## src/rtl/io_event_port_if.sv

```systemverilog
// CPU-side port bundle of io_event_port.
//   ctl      : CPU out4 image (ack toggles, overflow-clear toggle, enables)
//   intr1/2  : level interrupt requests to CPU intr1/intr2
//   cpu_in1/2: captured payload bytes to CPU in1/in2
//   status   : {ovf2, ovf1, pend2, pend1}
// master = CPU side, slave = peripheral side.
interface io_event_port_if #(
  parameter int unsigned W = 8
);
  logic [W-1:0] ctl;
  logic         intr1;
  logic         intr2;
  logic [W-1:0] cpu_in1;
  logic [W-1:0] cpu_in2;
  logic [3:0]   status;

  modport master (
    output ctl,
    input  intr1, intr2, cpu_in1, cpu_in2, status
  );

  modport slave (
    input  ctl,
    output intr1, intr2, cpu_in1, cpu_in2, status
  );
endinterface

```

## src/rtl/io_event_port.sv

```systemverilog
// Two-channel external event port: synchronises asynchronous event lines,
// captures one payload byte per event and raises level interrupts that the
// CPU acknowledges by toggling bits of its out4 register.
//   clk      : system clock shared with the CPU
//   reset    : asynchronous, active-low
//   ev1/ev2  : asynchronous event lines, rising edge = event
//   d1/d2    : payloads, stable for SYNC+1 cycles after the event rises
//   bus      : CPU-side bundle (ctl in; intr1/2, cpu_in1/2, status out)
// ctl bits: 0 ack1 toggle, 1 ack2 toggle, 2 overflow-clear toggle,
//           4 enable1, 5 enable2; the rest are ignored.
module io_event_port #(
  parameter int unsigned W    = 8,
  parameter int unsigned SYNC = 2
) (
  input  logic           clk,
  input  logic           reset,
  input  logic           ev1,
  input  logic           ev2,
  input  logic [W-1:0]   d1,
  input  logic [W-1:0]   d2,
  io_event_port_if.slave bus
);

  localparam int unsigned NCH         = 2;
  localparam int unsigned OVF_CLR_BIT = 2;
  localparam int unsigned EN_BIT0     = 4;
  localparam int unsigned TOGGLE_W    = 3;

  logic [NCH-1:0]      ev_in;
  logic [W-1:0]        d_in [NCH];
  logic [TOGGLE_W-1:0] ctl_prev;
  logic                ovf_clr;

  logic [NCH-1:0]      rise;
  logic [NCH-1:0]      ack;
  logic [NCH-1:0]      en;
  logic [NCH-1:0]      capture;
  logic [NCH-1:0]      ovf_set;
  logic [NCH-1:0]      pend;
  logic [NCH-1:0]      ovf;
  logic [W-1:0]        hold [NCH];

  assign ev_in   = {ev2, ev1};
  assign d_in[0] = d1;
  assign d_in[1] = d2;

  // Previous image of the toggle bits; a change is a one-cycle command.
  always_ff @(posedge clk or negedge reset) begin
    if (!reset) begin
      ctl_prev <= '0;
    end else begin
      ctl_prev <= bus.ctl[TOGGLE_W-1:0];
    end
  end

  assign ovf_clr = bus.ctl[OVF_CLR_BIT] ^ ctl_prev[OVF_CLR_BIT];

  // Per-channel synchroniser, edge detect, pending flag, payload and overflow.
  for (genvar g = 0; g < NCH; g++) begin : g_ch
    logic [SYNC-1:0] sync_q;
    logic            hist_q;
    logic            pend_q;
    logic            ovf_q;
    logic [W-1:0]    hold_q;

    always_ff @(posedge clk or negedge reset) begin
      if (!reset) begin
        sync_q <= '0;
        hist_q <= 1'b0;
      end else begin
        sync_q <= {sync_q[SYNC-2:0], ev_in[g]};
        hist_q <= sync_q[SYNC-1];
      end
    end

    assign rise[g] = sync_q[SYNC-1] & ~hist_q;
    assign ack[g]  = bus.ctl[g] ^ ctl_prev[g];
    assign en[g]   = bus.ctl[EN_BIT0 + g];

    // An ack in the same cycle frees the slot for the new event.
    assign capture[g] = rise[g] & (~pend_q | ack[g]);
    assign ovf_set[g] = rise[g] & pend_q & ~ack[g];

    always_ff @(posedge clk or negedge reset) begin
      if (!reset) begin
        pend_q <= 1'b0;
        hold_q <= '0;
      end else if (capture[g]) begin
        pend_q <= 1'b1;
        hold_q <= d_in[g];
      end else if (ack[g]) begin
        pend_q <= 1'b0;
      end
    end

    // Sticky overflow; a new overflow beats a simultaneous clear.
    always_ff @(posedge clk or negedge reset) begin
      if (!reset) begin
        ovf_q <= 1'b0;
      end else if (ovf_set[g]) begin
        ovf_q <= 1'b1;
      end else if (ovf_clr) begin
        ovf_q <= 1'b0;
      end
    end

    assign pend[g] = pend_q;
    assign ovf[g]  = ovf_q;
    assign hold[g] = hold_q;
  end

  // Enables gate only the request lines, so re-enabling is immediate.
  assign bus.intr1   = pend[0] & en[0];
  assign bus.intr2   = pend[1] & en[1];
  assign bus.cpu_in1 = hold[0];
  assign bus.cpu_in2 = hold[1];
  assign bus.status  = {ovf[1], ovf[0], pend[1], pend[0]};

  logic unused_ctl;
  assign unused_ctl = ^{bus.ctl[W-1:EN_BIT0+NCH], bus.ctl[EN_BIT0-1:TOGGLE_W]};

endmodule
```

## src/flat_wrapper.sv

```systemverilog
// flat-port wrapper written by rule: the top's interface ports become plain ports
module io_event_port_flat 
#(
  parameter int unsigned W    = 8,
  parameter int unsigned SYNC = 2
)
  (clk, reset, ev1, ev2, d1, d2, bus_ctl, bus_intr1, bus_intr2, bus_cpu_in1, bus_cpu_in2, bus_status);
  io_event_port_if #(.W(W)) bus_i ();
  input  logic clk;
  input  logic reset;
  input  logic ev1;
  input  logic ev2;
  input  logic [W-1:0] d1;
  input  logic [W-1:0] d2;
  input wire logic [$bits(bus_i.ctl)-1:0] bus_ctl;
  output wire logic [$bits(bus_i.intr1)-1:0] bus_intr1;
  output wire logic [$bits(bus_i.intr2)-1:0] bus_intr2;
  output wire logic [$bits(bus_i.cpu_in1)-1:0] bus_cpu_in1;
  output wire logic [$bits(bus_i.cpu_in2)-1:0] bus_cpu_in2;
  output wire logic [$bits(bus_i.status)-1:0] bus_status;
  assign bus_i.ctl = bus_ctl;
  assign bus_intr1 = bus_i.intr1;
  assign bus_intr2 = bus_i.intr2;
  assign bus_cpu_in1 = bus_i.cpu_in1;
  assign bus_cpu_in2 = bus_i.cpu_in2;
  assign bus_status = bus_i.status;
  io_event_port #(.W(W), .SYNC(SYNC)) u_core (.clk(clk), .reset(reset), .ev1(ev1), .ev2(ev2), .d1(d1), .d2(d2), .bus(bus_i));
endmodule
```

## config.mk

```make
export PLATFORM = sky130hd
export DESIGN_NAME = io_event_port_flat
export DESIGN_NICKNAME = d
export VERILOG_FILES = /design/src/rtl/io_event_port_if.sv /design/src/rtl/io_event_port.sv /design/src/flat_wrapper.sv
export SDC_FILE = /design/constraint.sdc
export NUM_CORES = 1
export LEC_CHECK = 0
export ABC_AREA = 1
export CORE_MARGIN = 2
export CORE_UTILIZATION = 30
export DETAILED_ROUTE_END_ITERATION = 16
export PLACE_DENSITY = 0.71
export SETUP_SLACK_MARGIN = 0.5
export SYNTH_ARGS = -nofsm -noshare
export SYNTH_HDL_FRONTEND = slang
export SYNTH_SLANG_ARGS = --single-unit
export TNS_END_PERCENT = 5
```

## constraint.sdc

```tcl
create_clock -name clk -period 1.45 [get_ports clk]
set_input_delay 0.2175 -clock clk [delete_from_list [all_inputs] [get_ports clk]]
set_output_delay 0.2175 -clock clk [all_outputs]
set_load 0.005 [all_outputs]
```

## After elaboration in Yosys (flattened, before gate mapping)

Index checks and enable logic that the tools add are counted.

| word-level totals | value |
|---|---|
| flip-flop bits (word level) | 29 |
| output and inout port bits | 22 |

| operators by class | value |
|---|---|
| multiplexer cells | 7 |
| bitwise gates (word level) | 21 |
| reductions and logical operators | 4 |

Operator list:

| operator | number |
|---|---|
| $and 1x1->1 | 10 |
| $reduce_bool 2->1 | 4 |
| $mux 1 | 7 |
| $not 1->1 | 6 |
| $xor 1x1->1 | 3 |
| $or 1x1->1 | 2 |

## Logic depth before layout (Yosys ltp)

| logic depth | value |
|---|---|
| word-level depth | 5 |
| gate-level depth with buffers | 6 |

## Worst setup path before layout

No wires, ideal clock.

| path | value |
|---|---|
| path type | register -> register |
| from | register u_core.ctl_prev[0] |
| to | register u_core.g_ch[0].hold_q[0] (netlist: u_core.bus.cpu_in1[0]) |
| setup time | 0.116 ns |
| arrival | 0.790 ns |
| data required time | 1.334 ns |
| setup slack | 0.543 ns |
| stages on the path, launching flop included | 7 |
| period minus slack after synthesis | 0.907 ns |
| cell sequence | dfrtp_1 > inv_1 > nand2_2 > nand3_4 > nand2_4 > nand2_1 > nand2_1 |

| between the ends | value |
|---|---|
| longest elaborated chain between the ends | 3 |

RTL lines:

| what | line | RTL |
|---|---|---|
| from (decl) | io_event_port.sv:31 | `logic [TOGGLE_W-1:0] ctl_prev;` |
| from (signal assigned) | io_event_port.sv:52 | `ctl_prev <= bus.ctl[TOGGLE_W-1:0];` |
| $xor 1x1->1 | io_event_port.sv:77 | `assign ack[g] = bus.ctl[g] ^ ctl_prev[g];` |
| $or 1x1->1 | io_event_port.sv:81 | `assign capture[g] = rise[g] & (~pend_q \| ack[g]);` |
| $and 1x1->1 | io_event_port.sv:81 |  |
| to (signal assigned) | io_event_port.sv:90 | `hold_q <= d_in[g];` |
| to (decl) | io_event_port.sv:64 | `logic [W-1:0] hold_q;` |

No other way between the ends.
A chain may end at the register's enable or synchronous reset.

## Final worst setup path

| path | value |
|---|---|
| from | register u_core.g_ch[1].hold_q[2] (netlist: u_core.bus.cpu_in2[2]) |
| to | output port bus_cpu_in2[2] |

RTL lines:

| what | line | RTL |
|---|---|---|
| from (decl) | io_event_port.sv:64 |  |
| from (signal assigned) | io_event_port.sv:90 |  |
| to (decl) | flat_wrapper.sv:19 | `output wire logic [$bits(bus_i.cpu_in2)-1:0] bus_cpu_in2;` |

No word-level cell between the ends.

==> metrics.yaml <==
detailed_routing:
  drcViolationCount: 0
  ant_nets: 0
  drt_iter0_drc: 62
  drt_pass1_iterations: 4
  wl_per_cell_um: 11.8
  wirelength_um: 2590
  via_count: 964
  viasPerCell: 4.38
yosys:
  async_flop_share_pct: 100
  ys_ff_latch: 29
  syn-cell-area_sq_um: 1140
  synth_top_cell_area_share_pct: 63.5
  syn_avg_cell_area_sq_um: 10.4
  synth_top_cell_by_area: "dfrtp_1"
  ys_types: 11
  seq_area_frac_synth_pct: 63.5
  synthCells: 110
  synth_top_cells_by_area: "dfrtp_1 (64%), nand2_1 (13%), nand3_1 (7.0%)"
  yosysWarningCount: 0
  synth-edff-count: 0
  synth_top_cells_by_count: "nand2_1 (40), dfrtp_1 (29), nand3_1 (16)"
  yosysMostFrequentCell: "nand2_1"
  syn-num-nets: 138
  synthFlopType: "dfrtp_1"
global_routing:
  grt_pass1_vias: 974
  grt.total_usage_pct: 12.9
  top_usage_layer: "met2"
  use_met1_pct: 14.6
  grt_pass1_wl_um: 4180
  antenna_found_initial: 0
  gr-usage-met2_pct: 21.2
  grt_start_max_net_pins: 30
  met3_usage_pct: 4.62
  grt-ovfl-total: 0
sta:
  setup_viol: 0
  tightest_slew_ns: 0.348
  clock-skew-final_ns: 0.00343
  whs_ns: 0.140
  setup_tns_ns: 0
  maxSlewViolCount: 0
  hold_viol_final: 0
  clock.fmax_ghz: 0.883
  slew_headroom_pct: 76.8
  finalCritPeriodShare_pct: 78.1
  rsz0062_at_grt: "true"
  fin_crit_ns: 1.13
pwr:
  leakagePower_uw: 0.000936
  switchingPower_uw: 533
  internal_power_uw: 1600
  switching_share_pct: 25.0
  pwr-share-clk_pct: 33.1
  powerDensity_nw_per_um2: 1170
  power_frac_seq_pct: 45.9
  ir_drop_v: 0.000602
  comb_power_share_pct: 21.0
cts:
  cts_buffers: 5
  clkSinkCount: 29
  clkTransAtPathRegs_ns: 0.06
  cts-hold-fix-buffers: 0
  clk_latency_ns: 0.27
  root_buffer: "clkbuf_8"
  cts_tree: "done"
  cts_max_level: 2
  cts_buffer_depth: 2
die:
  num_rows: 22
  pin_count: 50
  die_x_um: 65.7
  dieArea_sq_um: 4320
  coreArea_sq_um: 3660
  die_y_um: 65.7
  start_util_pct: 31.2
worst_setup_path:
  worstSetupPathType: "register to output pin"
  end_kind: "output pin"
  crit_path_start_kind: "register"
  crit_slowest_cell: "dfrtp_1"
  required_ns: 1.23
  arrival_ns: 0.92
  max_stage_delay_ns: 0.38
  crit_path_cell_trace: "dlygate4sd2_1"
  critical_path_buf_inv_count: 1
  critPathMaxFanout: 2
  cp_top_family: "flip-flops"
final_layout:
  utilization_pct: 49.6
  fin_cells: 220
  layout.nets: 199
  layout-drive-gt1-share_pct: 19.8
  stdcell_area_sq_um: 1810
  syn_to_final_growth_pct: 58.8
  fill_cells: 347
  diodes: 0
min_path:
  worstHoldPathType: "primary input to register"
placed_design:
  placed_cells: 201
  dpl.hpwl_um: 1810
  gp_congestion: 0.686
  io_buffers: 46
  dpl_cell_area_sq_um: 1640
run_status:
  outcome: "completed"
run:
  cap_violations: 0
-- logic make-up after synthesis --
logic type / after synthesis / share of synthesized area [%]
xor gates and xnor gates: 1 / 0.767
buffers and inverters: 12 / 5.26
DFF: 29 / 63.5
and+or+nand+nor: 68 / 30.4
-- layer usage --
| metal | routed length (um) | vias up |
|---|---|---|
| met5 | 0 | - |
| met4 | 45 | 0 |
| met3 | 140 | 4 |
| met2 | 1320 | 33 |
| met1 | 1080 | 457 |
| li1 | - | 470 |
-- power by group through the flow --
| stage | combinational (uW) | sequential [uW] | clock (uW) |
|---|---|---|---|
| floorplan | 152 | 995 | 0 |
| global placement | 444 | 992 | 0 |
| detailed placement | 455 | 997 | 0 |
| CTS | 430 | 977 | 722 |
| global route | 500 | 993 | 768 |
| finish | 447 | 977 | 705 |
-- final cells by class --
class	count	area (sq um)	area share, %
clock buffers	7	96.3	5.31
clock inverters	1	5.00	0.276
inverters	8	30.0	1.66
multi-input cells	71	375	20.7
flip-flops and latches	29	727	40.1
well taps	48	60.1	3.31
repair buffers	56	520	28.7
-- worst paths after layout --
check	endpoint	depth (start not counted)	slack (ns)	start
worst max register to register	u_core.bus.cpu_in2[2]$_DFFE_PN0P_	6	0.41	u_core.ctl_prev[1]$_DFF_PN0_
worst max-delay path	bus_cpu_in2[2]	1	0.32	u_core.bus.cpu_in2[2]$_DFFE_PN0P_
worst min-delay path	u_core.ctl_prev[1]$_DFF_PN0_	1	0.14	bus_ctl[1]
min in group asynchronous	u_core.bus.cpu_in1[5]$_DFFE_PN0P_	2	0.33	reset
worst min register to register	u_core.g_ch[1].sync_q[1]$_DFF_PN0_	0	0.35	u_core.g_ch[1].sync_q[0]$_DFF_PN0_
max in group asynchronous	u_core.g_ch[0].pend_q$_DFFE_PN0P_	2	0.85	reset
-- sequential cells by signal, indices dropped and copies added (netlist names) --
signal / cells
u_core.bus.cpu_in2: 8
u_core.bus.cpu_in1: 8
u_core.g_ch.ovf_q: 2
u_core.g_ch.pend_q: 2
u_core.g_ch.sync_q: 4
u_core.g_ch.hist_q: 2
u_core.ctl_prev: 3
-- stage by stage --
step	setup WS, ns	power [uW]
6_report	0.317	2130
3_5_place_dp	-0.0564	1450
2_1_floorplan	0.543	1150
3_3_place_gp	-0.0513	1440
5_1_grt	0.270	2260
4_1_cts	0.315	2130
-- layout by cell type, fill, tap and decap left out --
master / n
nand2_4: 2
clkdlybuf4s50_1: 23
inv_1: 8
dfrtp_2: 1
buf_4: 9
dlygate4sd2_1: 9
dfrtp_1: 28
nor2_4: 2
clkdlybuf4s15_1: 11
dlymetal6s2s_1: 1
nand2_1: 39
nand2_2: 6
clkbuf_8: 7
nand3_2: 1
buf_6: 1
clkinv_2: 1
xnor2_1: 1
nand3_4: 2
nand3_1: 16
nand4_1: 2
buf_2: 2
-- timing repair --
action / CTS / global route
endpoints found under the setup margin: 41 / 42
cloned: 0 / 2
hold endpoints to repair: 0 / 0
pin swaps: 2 / 4
buffers inserted: 4 / 5
gates resized for setup: 40 / 3
No activity file was read; power rests on OpenSTA's default activity.
